$ cat src/rtl/plot_pkg.sv
// Shared definitions for the rectangle plotter: screen geometry, erase colour,
// state encoding, the latched command record and a visibility helper.
package plot_pkg;

  localparam int SCREEN_W     = 160;
  localparam int SCREEN_H     = 120;
  localparam int SCREEN_MAX_X = SCREEN_W - 1;
  localparam int SCREEN_MAX_Y = SCREEN_H - 1;

  localparam logic [2:0] BG_COLOUR_DEFAULT = 3'b000;

  // Controller state encoding, kept as plain constants for legacy tools.
  typedef logic [1:0] state_t;
  localparam state_t ST_IDLE   = 2'd0;
  localparam state_t ST_ERASE  = 2'd1;
  localparam state_t ST_DRAW   = 2'd2;
  localparam state_t ST_FINISH = 2'd3;

  // Everything captured from the bus when a command is accepted.
  typedef struct packed {
    logic [7:0] new_x;
    logic [6:0] new_y;
    logic [7:0] old_x;
    logic [6:0] old_y;
    logic [7:0] size_x;
    logic [6:0] size_y;
    logic [2:0] colour;
  } cmd_t;

  // A pixel is written only when it lies inside the visible window.
  function automatic logic visible(input logic [8:0] x, input logic [7:0] y,
                                   input logic [8:0] max_x, input logic [7:0] max_y);
    return (x <= max_x) && (y <= max_y);
  endfunction

endpackage

$ cat src/rtl/rect_plotter_if.sv
// Command / pixel bus of the rectangle plotter. The master issues plot
// commands and receives the VGA pixel stream and status.
interface rect_plotter_if;

  logic       startPlot;
  logic [7:0] newX;
  logic [6:0] newY;
  logic [7:0] oldX;
  logic [6:0] oldY;
  logic [7:0] sizeX;
  logic [6:0] sizeY;
  logic [2:0] objColour;

  logic [7:0] vgaX;
  logic [6:0] vgaY;
  logic [2:0] vgaColour;
  logic       vgaPlot;
  logic       busy;
  logic       done;

  modport master (
    output startPlot, newX, newY, oldX, oldY, sizeX, sizeY, objColour,
    input  vgaX, vgaY, vgaColour, vgaPlot, busy, done
  );

  modport slave (
    input  startPlot, newX, newY, oldX, oldY, sizeX, sizeY, objColour,
    output vgaX, vgaY, vgaColour, vgaPlot, busy, done
  );

endinterface

$ cat src/rtl/rect_scan.sv
// Row-major offset scanner over a size_x by size_y rectangle. Exposes the
// next offsets so the parent can register pixel outputs in the same cycle,
// and flags the final offset of the rectangle.
module rect_scan (
  input  logic       clk,
  input  logic       reset,
  input  logic       step_i,
  input  logic [7:0] size_x_i,
  input  logic [6:0] size_y_i,
  output logic [7:0] x_nxt_o,
  output logic [6:0] y_nxt_o,
  output logic       last_o
);

  logic [7:0] x_off_q, x_off_d;
  logic [6:0] y_off_q, y_off_d;
  logic       x_eol;

  assign x_eol  = (x_off_q == size_x_i - 8'd1);
  assign last_o = x_eol && (y_off_q == size_y_i - 7'd1);

  // Advance x, wrapping into the next row; any cycle without a step rewinds to 0.
  always_comb begin
    // NOTE: every combinational output gets a default first so no path can infer a latch.
    x_off_d = 8'd0;
    y_off_d = 7'd0;
    if (step_i) begin
      if (x_eol) begin
        x_off_d = 8'd0;
        y_off_d = y_off_q + 7'd1;
      end else begin
        x_off_d = x_off_q + 8'd1;
        y_off_d = y_off_q;
      end
    end
  end

  // Offset registers.
  always_ff @(posedge clk) begin
    // NOTE: sequential state uses non-blocking assignments so every register samples pre-edge values.
    if (reset) begin
      x_off_q <= 8'd0;
      y_off_q <= 7'd0;
    end else begin
      x_off_q <= x_off_d;
      y_off_q <= y_off_d;
    end
  end

  assign x_nxt_o = x_off_d;
  assign y_nxt_o = y_off_d;

endmodule

$ cat src/rtl/rect_plotter.sv
// Rectangle plotter: erases the previous rectangle in the background colour,
// then draws the new one, one pixel per cycle, with off-screen pixels clipped.
module rect_plotter
  import plot_pkg::*;
#(
  parameter int         maxX     = SCREEN_MAX_X,
  parameter int         maxY     = SCREEN_MAX_Y,
  parameter logic [2:0] bgColour = BG_COLOUR_DEFAULT
) (
  input logic           clk,
  input logic           reset,
  rect_plotter_if.slave bus
);

  localparam logic [8:0] MAX_X9 = 9'(maxX);
  localparam logic [7:0] MAX_Y8 = 8'(maxY);

  state_t state_q, state_d;
  logic   first_q, first_d;
  cmd_t   cmd_q, cmd_d;

  logic       scan_step;
  logic       scan_last;
  logic [7:0] x_nxt;
  logic [6:0] y_nxt;

  logic       scanning_d;
  logic [7:0] base_x;
  logic [6:0] base_y;
  logic [8:0] px;
  logic [7:0] py;

  logic [7:0] vga_x_q, vga_x_d;
  logic [6:0] vga_y_q, vga_y_d;
  logic [2:0] vga_colour_q, vga_colour_d;
  logic       vga_plot_q, vga_plot_d;
  logic       busy_q, busy_d;
  logic       done_q, done_d;

  rect_scan u_scan (
    .clk      (clk),
    .reset    (reset),
    .step_i   (scan_step),
    .size_x_i (cmd_q.size_x),
    .size_y_i (cmd_q.size_y),
    .x_nxt_o  (x_nxt),
    .y_nxt_o  (y_nxt),
    .last_o   (scan_last)
  );

  // Command sequencing: capture in IDLE, erase (unless first or empty), draw, finish.
  always_comb begin
    state_d   = state_q;
    first_d   = first_q;
    cmd_d     = cmd_q;
    scan_step = 1'b0;
    case (state_q)
      ST_IDLE: begin
        if (bus.startPlot) begin
          cmd_d.new_x  = bus.newX;
          cmd_d.new_y  = bus.newY;
          cmd_d.old_x  = bus.oldX;
          cmd_d.old_y  = bus.oldY;
          cmd_d.size_x = bus.sizeX;
          cmd_d.size_y = bus.sizeY;
          cmd_d.colour = bus.objColour;
          first_d      = 1'b0;
          if ((bus.sizeX == 8'd0) || (bus.sizeY == 7'd0)) begin
            state_d = ST_FINISH;
          end else if (first_q) begin
            state_d = ST_DRAW;
          end else begin
            state_d = ST_ERASE;
          end
        end
      end
      ST_ERASE: begin
        if (scan_last) state_d = ST_DRAW;
        else           scan_step = 1'b1;
      end
      ST_DRAW: begin
        if (scan_last) state_d = ST_FINISH;
        else           scan_step = 1'b1;
      end
      ST_FINISH: state_d = ST_IDLE;
      default:   state_d = ST_IDLE;
    endcase
  end

  // Pixel and status outputs for the state being entered, so they can be registered.
  always_comb begin
    scanning_d = (state_d == ST_ERASE) || (state_d == ST_DRAW);
    base_x     = (state_d == ST_ERASE) ? cmd_d.old_x : cmd_d.new_x;
    base_y     = (state_d == ST_ERASE) ? cmd_d.old_y : cmd_d.new_y;
    px         = {1'b0, base_x} + {1'b0, x_nxt};
    py         = {1'b0, base_y} + {1'b0, y_nxt};

    vga_x_d      = scanning_d ? px[7:0] : 8'd0;
    vga_y_d      = scanning_d ? py[6:0] : 7'd0;
    vga_colour_d = 3'b000;
    if (state_d == ST_ERASE)     vga_colour_d = bgColour;
    else if (state_d == ST_DRAW) vga_colour_d = cmd_d.colour;
    vga_plot_d = scanning_d && visible(px, py, MAX_X9, MAX_Y8);
    busy_d     = scanning_d;
    done_d     = (state_d == ST_FINISH);
  end

  // Controller and output registers.
  always_ff @(posedge clk) begin
    if (reset) begin
      // NOTE: the command record is a handful of flops, not a memory, so it is reset with the rest.
      state_q      <= ST_IDLE;
      first_q      <= 1'b1;
      cmd_q        <= '0;
      vga_x_q      <= 8'd0;
      vga_y_q      <= 7'd0;
      vga_colour_q <= 3'b000;
      vga_plot_q   <= 1'b0;
      busy_q       <= 1'b0;
      done_q       <= 1'b0;
    end else begin
      state_q      <= state_d;
      first_q      <= first_d;
      cmd_q        <= cmd_d;
      vga_x_q      <= vga_x_d;
      vga_y_q      <= vga_y_d;
      vga_colour_q <= vga_colour_d;
      vga_plot_q   <= vga_plot_d;
      busy_q       <= busy_d;
      done_q       <= done_d;
    end
  end

  assign bus.vgaX      = vga_x_q;
  assign bus.vgaY      = vga_y_q;
  assign bus.vgaColour = vga_colour_q;
  assign bus.vgaPlot   = vga_plot_q;
  assign bus.busy      = busy_q;
  assign bus.done      = done_q;

endmodule
$ cat src/flat_wrapper.sv
// flat-port wrapper written by rule: the top's interface ports become plain ports
module rect_plotter_flat import plot_pkg::*;
#(
  parameter int         maxX     = SCREEN_MAX_X,
  parameter int         maxY     = SCREEN_MAX_Y,
  parameter logic [2:0] bgColour = BG_COLOUR_DEFAULT
)
  (clk, reset, bus_startPlot, bus_newX, bus_newY, bus_oldX, bus_oldY, bus_sizeX, bus_sizeY, bus_objColour, bus_vgaX, bus_vgaY, bus_vgaColour, bus_vgaPlot, bus_busy, bus_done);
  rect_plotter_if bus_i ();
  input logic clk;
  input logic reset;
  input wire logic [$bits(bus_i.startPlot)-1:0] bus_startPlot;
  input wire logic [$bits(bus_i.newX)-1:0] bus_newX;
  input wire logic [$bits(bus_i.newY)-1:0] bus_newY;
  input wire logic [$bits(bus_i.oldX)-1:0] bus_oldX;
  input wire logic [$bits(bus_i.oldY)-1:0] bus_oldY;
  input wire logic [$bits(bus_i.sizeX)-1:0] bus_sizeX;
  input wire logic [$bits(bus_i.sizeY)-1:0] bus_sizeY;
  input wire logic [$bits(bus_i.objColour)-1:0] bus_objColour;
  output wire logic [$bits(bus_i.vgaX)-1:0] bus_vgaX;
  output wire logic [$bits(bus_i.vgaY)-1:0] bus_vgaY;
  output wire logic [$bits(bus_i.vgaColour)-1:0] bus_vgaColour;
  output wire logic [$bits(bus_i.vgaPlot)-1:0] bus_vgaPlot;
  output wire logic [$bits(bus_i.busy)-1:0] bus_busy;
  output wire logic [$bits(bus_i.done)-1:0] bus_done;
  assign bus_i.startPlot = bus_startPlot;
  assign bus_i.newX = bus_newX;
  assign bus_i.newY = bus_newY;
  assign bus_i.oldX = bus_oldX;
  assign bus_i.oldY = bus_oldY;
  assign bus_i.sizeX = bus_sizeX;
  assign bus_i.sizeY = bus_sizeY;
  assign bus_i.objColour = bus_objColour;
  assign bus_vgaX = bus_i.vgaX;
  assign bus_vgaY = bus_i.vgaY;
  assign bus_vgaColour = bus_i.vgaColour;
  assign bus_vgaPlot = bus_i.vgaPlot;
  assign bus_busy = bus_i.busy;
  assign bus_done = bus_i.done;
  rect_plotter #(.maxX(maxX), .maxY(maxY), .bgColour(bgColour)) u_core (.clk(clk), .reset(reset), .bus(bus_i));
endmodule
$ cat config.mk
export PLATFORM = sky130hd
export DESIGN_NAME = rect_plotter_flat
export DESIGN_NICKNAME = d
export VERILOG_FILES = /design/src/rtl/plot_pkg.sv /design/src/rtl/rect_plotter_if.sv /design/src/rtl/rect_scan.sv /design/src/rtl/rect_plotter.sv /design/src/flat_wrapper.sv
export SDC_FILE = /design/constraint.sdc
export NUM_CORES = 1
export LEC_CHECK = 0
export CORE_ASPECT_RATIO = 2
export CORE_MARGIN = 4
export CORE_UTILIZATION = 58
export CTS_CLUSTER_DIAMETER = 120
export CTS_CLUSTER_SIZE = 40
export DETAILED_ROUTE_END_ITERATION = 7
export PLACE_DENSITY = 0.82
export SETUP_SLACK_MARGIN = 0.3
export SYNTH_ARGS = -nofsm -noshare
export SYNTH_HDL_FRONTEND = slang
export SYNTH_HIERARCHICAL = 1
export SYNTH_SLANG_ARGS = --single-unit
$ cat constraint.sdc
create_clock -name clk -period 12.79 [get_ports clk]
set_input_delay 1.279 -clock clk [delete_from_list [all_inputs] [get_ports clk]]
set_output_delay 1.279 -clock clk [all_outputs]
set_load 0.01 [all_outputs]
# Yosys cells after proc, flatten, opt, wreduce, memory -nomap -nowiden

Cells that the tools add are included.

Output and inout bits: 21
Bits in registers: 87
Word-level logic and storage cells: 63
Input port bits: 51

Equal/unequal tests: 8
Bitwise logic cells: 2
Reductions and logical operators: 12
$lt $le $gt $ge: 2
Add/sub/neg operators: 6
Muxes and demuxes: 16

Operator list:

| cell                                                                             | count |
|---|---|
| 48-bit two-way mux                                                               | 2 |
| 8-bit two-way mux                                                                | 3 |
| 7-bit two-way mux                                                                | 3 |
| 2-bit two-way mux                                                                | 5 |
| 8-bit by 8-bit adder with 9-bit output                                           | 1 |
| 9-bit by 8-bit less-or-equal comparator with 1-bit output, second input constant | 1 |
| 7-bit by 7-bit adder with 8-bit output                                           | 1 |
| 8-bit by 1-bit adder with 8-bit output, second input constant                    | 1 |
| 2-bit == test, second input constant                                             | 4 |
| 8-bit == test                                                                    | 1 |
| 8-bit by 7-bit less-or-equal comparator with 1-bit output, second input constant | 1 |
| 8-bit logical NOT                                                                | 1 |
| 2-bit case mux with 4 select lines                                               | 1 |
| 8-bit by 1-bit subtractor with 8-bit output, second input constant               | 1 |
| 7-bit by 1-bit adder with 7-bit output, second input constant                    | 1 |
| 7-bit == test                                                                    | 1 |
| 7-bit logical NOT                                                                | 1 |
| 7-bit by 1-bit subtractor with 7-bit output, second input constant               | 1 |
| 2-bit by 1-bit == test with 1-bit output, second input constant                  | 2 |
| 2-bit OR reduction                                                               | 2 |
| 1-bit logical AND                                                                | 3 |
| 3-bit OR reduction                                                               | 1 |
| 2-bit logical NOT                                                                | 1 |
| 1-bit logical OR                                                                 | 2 |
| other kinds (3)                                                                  | 5 |

# Logic depth before layout (Yosys ltp)

Depth in word-level cells: 11
Gate-level depth with buffers: 24
Gate-level depth less buffers: 21

# Hierarchy

Netlist, hierarchy kept.

By module, submodules not included:

| module       | sequential area each (µm²) | cells an instance | times used | area an instance (µm²) |
|---|---|---|---|---|
| rect_plotter | 1441.4                     | 362               | 1          | 3414.5 |
| rect_scan    | 300.3                      | 150               | 1          | 1187.4 |

# Worst setup path after synthesis

Ideal clock, no wire load.

Kind: register -> register
From: register u_core/cmd_q[10] in the netlist's numbering
To: register u_core.vga_plot_q (netlist: u_core/bus.vgaPlot)
Period minus slack after synthesis: 5.491 ns
Cell stages (with the launch flop): 24
Path buffers: 3
Arrival time: 5.412 ns
Library setup time: 0.079 ns
Slack: 7.299 ns
Data required time: 12.711 ns
Path through: dfxtp_1 inv_1 ha_1 or3b_4 or4_4 a2111oi_4 o211a_1 buf_6 nor3b_1 o22ai_1 nand2_1 o31ai_1 inv_1 ha_1 clkbuf_1 buf_1 mux2i_1 ha_1 fa_1 a211oi_2 nor4b_1 a2111oi_4 a2bb2oi_1 a211oi_2

Word-level cells in the longest chain between the ends: 11
Elaborated cells on any way between the ends: 23
Classes of those cells: 3 x add/sub; 2 x order compare; 3 x eq/ne; 11 x mux; 4 x reduce/logical

Ends and longest elaborated chain:

| item                                                                                                                                   | line                                                       | text |
|---|---|---|
| start, declared                                                                                                                        | rect_plotter.sv:20                                         | `cmd_t cmd_q, cmd_d;` |
| start signal, assigned                                                                                                                 | rect_plotter.sv:124                                        | `cmd_q <= cmd_d;` |
| 8-bit by 1-bit subtractor with 8-bit output *                                                                                          | rect_scan.sv:19                                            | `assign x_eol = (x_off_q == size_x_i - 8'd1);` |
| 8-bit == test *                                                                                                                        | rect_scan.sv:19                                            |  |
| 1-bit logical AND *                                                                                                                    | rect_scan.sv:20                                            | `assign last_o = x_eol && (y_off_q == size_y_i - 7'd1);` |
| via u_core.scan_last                                                                                                                   | rect_plotter.sv:23                                         | `logic scan_last;` |
| 2-bit two-way mux (on tied branches)                                                                                                   | rect_plotter.sv:82, rect_plotter.sv:78                     |  |
| 2-bit case mux with 4 select lines *                                                                                                   | rect_plotter.sv:57                                         | `case (state_q)` |
| via u_core.state_d[0]                                                                                                                  | rect_plotter.sv:18                                         | `state_t state_q, state_d;` |
| 2-bit by 1-bit == test with 1-bit output                                                                                               | rect_plotter.sv:92, rect_plotter.sv:93, rect_plotter.sv:94 |  |
| 8-bit two-way mux or 7-bit two-way mux (tied branches)                                                                                 | rect_plotter.sv:93, rect_plotter.sv:94                     |  |
| 8-bit by 8-bit adder with 9-bit output or 7-bit by 7-bit adder with 8-bit output (tied branches)                                       | rect_plotter.sv:95, rect_plotter.sv:96                     |  |
| 9-bit by 8-bit less-or-equal comparator with 1-bit output or 8-bit by 7-bit less-or-equal comparator with 1-bit output (tied branches) | plot_pkg.sv:33                                             | `return (x <= max_x) && (y <= max_y);` |
| 1-bit logical AND                                                                                                                      | plot_pkg.sv:33                                             |  |
| 1-bit logical AND *                                                                                                                    | rect_plotter.sv:103                                        | `vga_plot_d = scanning_d && visible(px, py, MAX_X9, MAX_Y8);` |
| end signal, assigned                                                                                                                   | rect_plotter.sv:128                                        | `vga_plot_q <= vga_plot_d;` |
| end, declared                                                                                                                          | rect_plotter.sv:36                                         | `logic vga_plot_q, vga_plot_d;` |

Mark *: on every way through the listed nets, which the timed path passes. The rest lies on a longest branch.
A chain may end at the register's enable or synchronous reset.

# Worst setup path after layout

Ends and elaborated chain as after synthesis.

==> impl_metrics.tcl <==
set metrics [dict create \
    status "finished clean" \
    rr_endpoint "u_core/bus.vgaPlot" \
    met2_usage 0.467 \
    root_buffer "clkbuf_16" \
    netlist_area_mm2 0.00460 \
    synthToLayoutAreaGrowth_pct 22.5 \
    dp_hpwl_mm 8.95 \
    io_buffers 71 \
    ys_seq_area_frac 0.378 \
    hold_path_class "flop to flop" \
    ctsHoldBuffers 0 \
    grtUsageMet1 0.239 \
    slew_viol_final 0 \
    ctsResizeCount 0 \
    core_area_mm2 0.00766 \
    routed_via_density 5.74 \
    ys_seq_elements 87 \
    wl_per_cell_um 17.1 \
    synth_edf_count 0 \
    vdd_drop_max_mv 0.113 \
    vias 3864 \
    switchingPower_mw 0.486 \
    synthArstFlopShare 0 \
    p_sw_frac 0.396 \
    grt_usage 0.249 \
    die_y_um 134 \
    grtUsageMet3 0.0458 \
    worst_r2r_path_depth 20 \
    path_class "flop to flop" \
    n_antenna_cell 0 \
    cts_made_buffers 9 \
    avgSynthCellArea_um2 8.99 \
    grt_max_degree 56 \
    crit_end "u_core/bus.vgaPlot" \
    cts_num_sinks 87 \
    ys.flop_type "dfxtp_1" \
    intPower_mw 0.740 \
    synthCells 512 \
    final-hold-violation-count 0 \
    fp.dieArea_mm2 0.00951 \
    grt_busiest_layer "met2" \
    chipWidth_um 71.0 \
    crit_required_ps 13050 \
    clock_latency_ps 340 \
    grt_pass1_wl_mm 18.5 \
    clk_path_buf_depth 2 \
    combPwrFrac 0.498 \
    min_period_over_period 0.475 \
    clock_power_share 0.208 \
    worstSetupEndpointType "flop" \
    syn_nets 593 \
    first_pass_iters 6 \
    rsz0062_at_grt "false" \
    ys_warn_count 6 \
    finClkSkew_ps 6.13 \
    cts_setup_buffers 0 \
    drtIter0Drc 218 \
    place_congestion 0.925 \
    cts_tree "built" \
    path_clk_slew_ps 60 \
    antenna_found_initial 0 \
    pin_count 72 \
    cts_htree_levels 3 \
    powerDensity_mw_per_mm2 217 \
    relSlewSlack 0.377 \
    rows 45 \
    finalCriticalPeriod_ps 6070 \
    total_power_mw 1.23 \
    cap_viol_max_count 0 \
    final.setup.tns_ps 0 \
    tightest_slew_ps 935 \
    p_leak_nw 2.20 \
    setup.worst_path.start_class "flop" \
    seqPwrFrac 0.294 \
    routed_wl_mm 11.5 \
    cp.arrival_ps 6330 \
    setup_viol 0 \
    synth_cell_type_count 60 \
    critPathMaxFanout 16 \
    drive_above_1_share 0.0570 \
    drc_errors 0 \
    start_util 0.601 \
    grt_pass1_vias 4037 \
    overflow 0 \
    reg2reg_from "u_core/cmd_q[10]" \
    startpoint "u_core/cmd_q[10]" \
    antenna_left 0 \
    fmax_ghz 0.165 \
    layout.nets 656 \
    reg2reg_slack_ps 6720 \
]
## cell usage after synthesis (2+ instances only)
master     number  area (um2)
buf_2           4        20.0
and2_1          8        50.1
a21oi_1        35         175
o21ai_0        12        60.1
nand4b_1        3        26.3
clkbuf_1       13        48.8
or3b_2          2        17.5
nor3_1          6        30.0
dfxtp_1        87        1740
nor4_1          4        25.0
xnor2_1        21         184
a21o_1          6        45.0
xor2_1          7        61.3
or4b_2          2        20.0
fa_1            2        40.0
mux2i_1        50         500
buf_4           2        15.0
ha_1           28         350
a2111oi_4       2        55.1
nand3_1        10        50.1
nor2_1         78         293
nor2b_1         4        25.0
or2_2           3        18.8
nand2b_1        4        25.0
o21a_1          2        15.0
nand3b_1        4        30.0
a211oi_2        2        25.0
a211oi_1        3        22.5
a21boi_0        2        15.0
nor3b_1         2        15.0
o211a_1         2        20.0
nand2_1        40         150
o2111ai_1       5        43.8
o211ai_1        3        22.5
nor4b_1         3        26.3
and3_1          4        25.0
inv_1          19        71.3
o31ai_1         5        37.5
or3b_1          2        17.5
## metrics by stage
stage	hold WS (ps)	area, um2	util	worst slack (ps)	instances
global route	489	5640	0.736	6360	673
detailed placement	461	5350	0.698	6780	658
finish	469	5640	0.736	6720	673
global placement	446	5350	0.698	7030	658
floorplan	426	4600	-	7300	512
CTS	475	5640	0.736	6760	673
## how the worst min path moves through the flow
stage | from | to | slack (ps) | cells after the start
after floorplan | u_core/first_q | u_core/first_q | 430 | 1
after global placement | u_core/first_q | u_core/first_q | 450 | 1
after detailed placement | u_core/first_q | u_core/first_q | 460 | 1
after CTS | u_core/cmd_q[17] | u_core/cmd_q[17] | 480 | 2
after global routing | u_core/first_q | u_core/first_q | 490 | 1
final | u_core/first_q | u_core/first_q | 470 | 1
## registers in the layout (all words and copies together), names as in the netlist
name,flops
u_core/bus.busy,1
u_core/state_q,2
u_core/bus.vgaX,8
u_core/u_scan/x_off_q,8
u_core/u_scan/y_off_q,7
u_core/bus.vgaPlot,1
u_core/cmd_q,48
u_core/bus.done,1
u_core/first_q,1
u_core/bus.vgaY,7
u_core/bus.vgaColour,3
## cell type report
class | count | area (um2)
Sequential cell | 87 | 1740
Tap cell | 94 | 118
Multi-Input combinational cell | 385 | 2690
Clock buffer | 10 | 229
Clock inverter | 5 | 58.8
Fill cell | 600 | 2020
Timing Repair Buffer | 73 | 726
Inverter | 19 | 71.3
## critical path, cell delays in order, from the launching register on
cell and delay, ps:
dfxtp_1 360, inv_1 70, ha_1 190, or3b_4 400, or4_4 440, a2111oi_4 410, o211a_1 380, nor3b_1 430
o22ai_1 130, nand2_1 80, o31ai_1 100, inv_1 110, ha_1 780, mux2i_1 260, ha_1 280, fa_1 440
a211oi_2 350, nor4b_1 140, a2111oi_4 310, a2bb2oi_1 140, a211oi_2 200
## cell families after synthesis
kind of cell	Yosys count	share of synthesized area
AO/OA/AOI/OAI	90	0.138
XOR/XNOR	28	0.0533
adder cells (fa/ha/maj)	30	0.0848
buffers and inverters	40	0.0370
flip-flops	87	0.378
multiplexers	50	0.109
AND/OR/NAND/NOR	187	0.200
## layout by cell type, fill, tap and decap left out, types with 4 or more instances in the layout
| master | count |
|---|---|
| nor2b_1 | 4 |
| nor4_1 | 4 |
| o2111ai_1 | 5 |
| nor2_1 | 78 |
| and2_1 | 7 |
| a21oi_1 | 35 |
| ha_1 | 28 |
| nand3_1 | 10 |
| clkbuf_16 | 9 |
| and3_1 | 4 |
| inv_1 | 19 |
| nor3_1 | 6 |
| o31ai_1 | 5 |
| xor2_1 | 7 |
| clkdlybuf4s50_1 | 71 |
| nand2_1 | 40 |
| mux2i_1 | 50 |
| nand2b_1 | 4 |
| o21ai_0 | 12 |
| xnor2_1 | 21 |
| a21o_1 | 6 |
| dfxtp_1 | 87 |
| nand3b_1 | 4 |
## metal layers
metal  up-vias  share of wire
met5         -              0
met4         0          0.049
met3        34          0.029
met2        97           0.56
met1      1823           0.37
li1       1910              -
## power groups by stage
stage                     logic (mW)  registers (mW)  clock network (mW)
after detailed placement       0.607           0.367                   0
after CTS                      0.612           0.361               0.261
after floorplan                0.431           0.369                   0
after global placement         0.593           0.363                   0
final                          0.610           0.361               0.255
after global routing           0.668           0.366               0.273
Power figures use the tool's default switching activity.
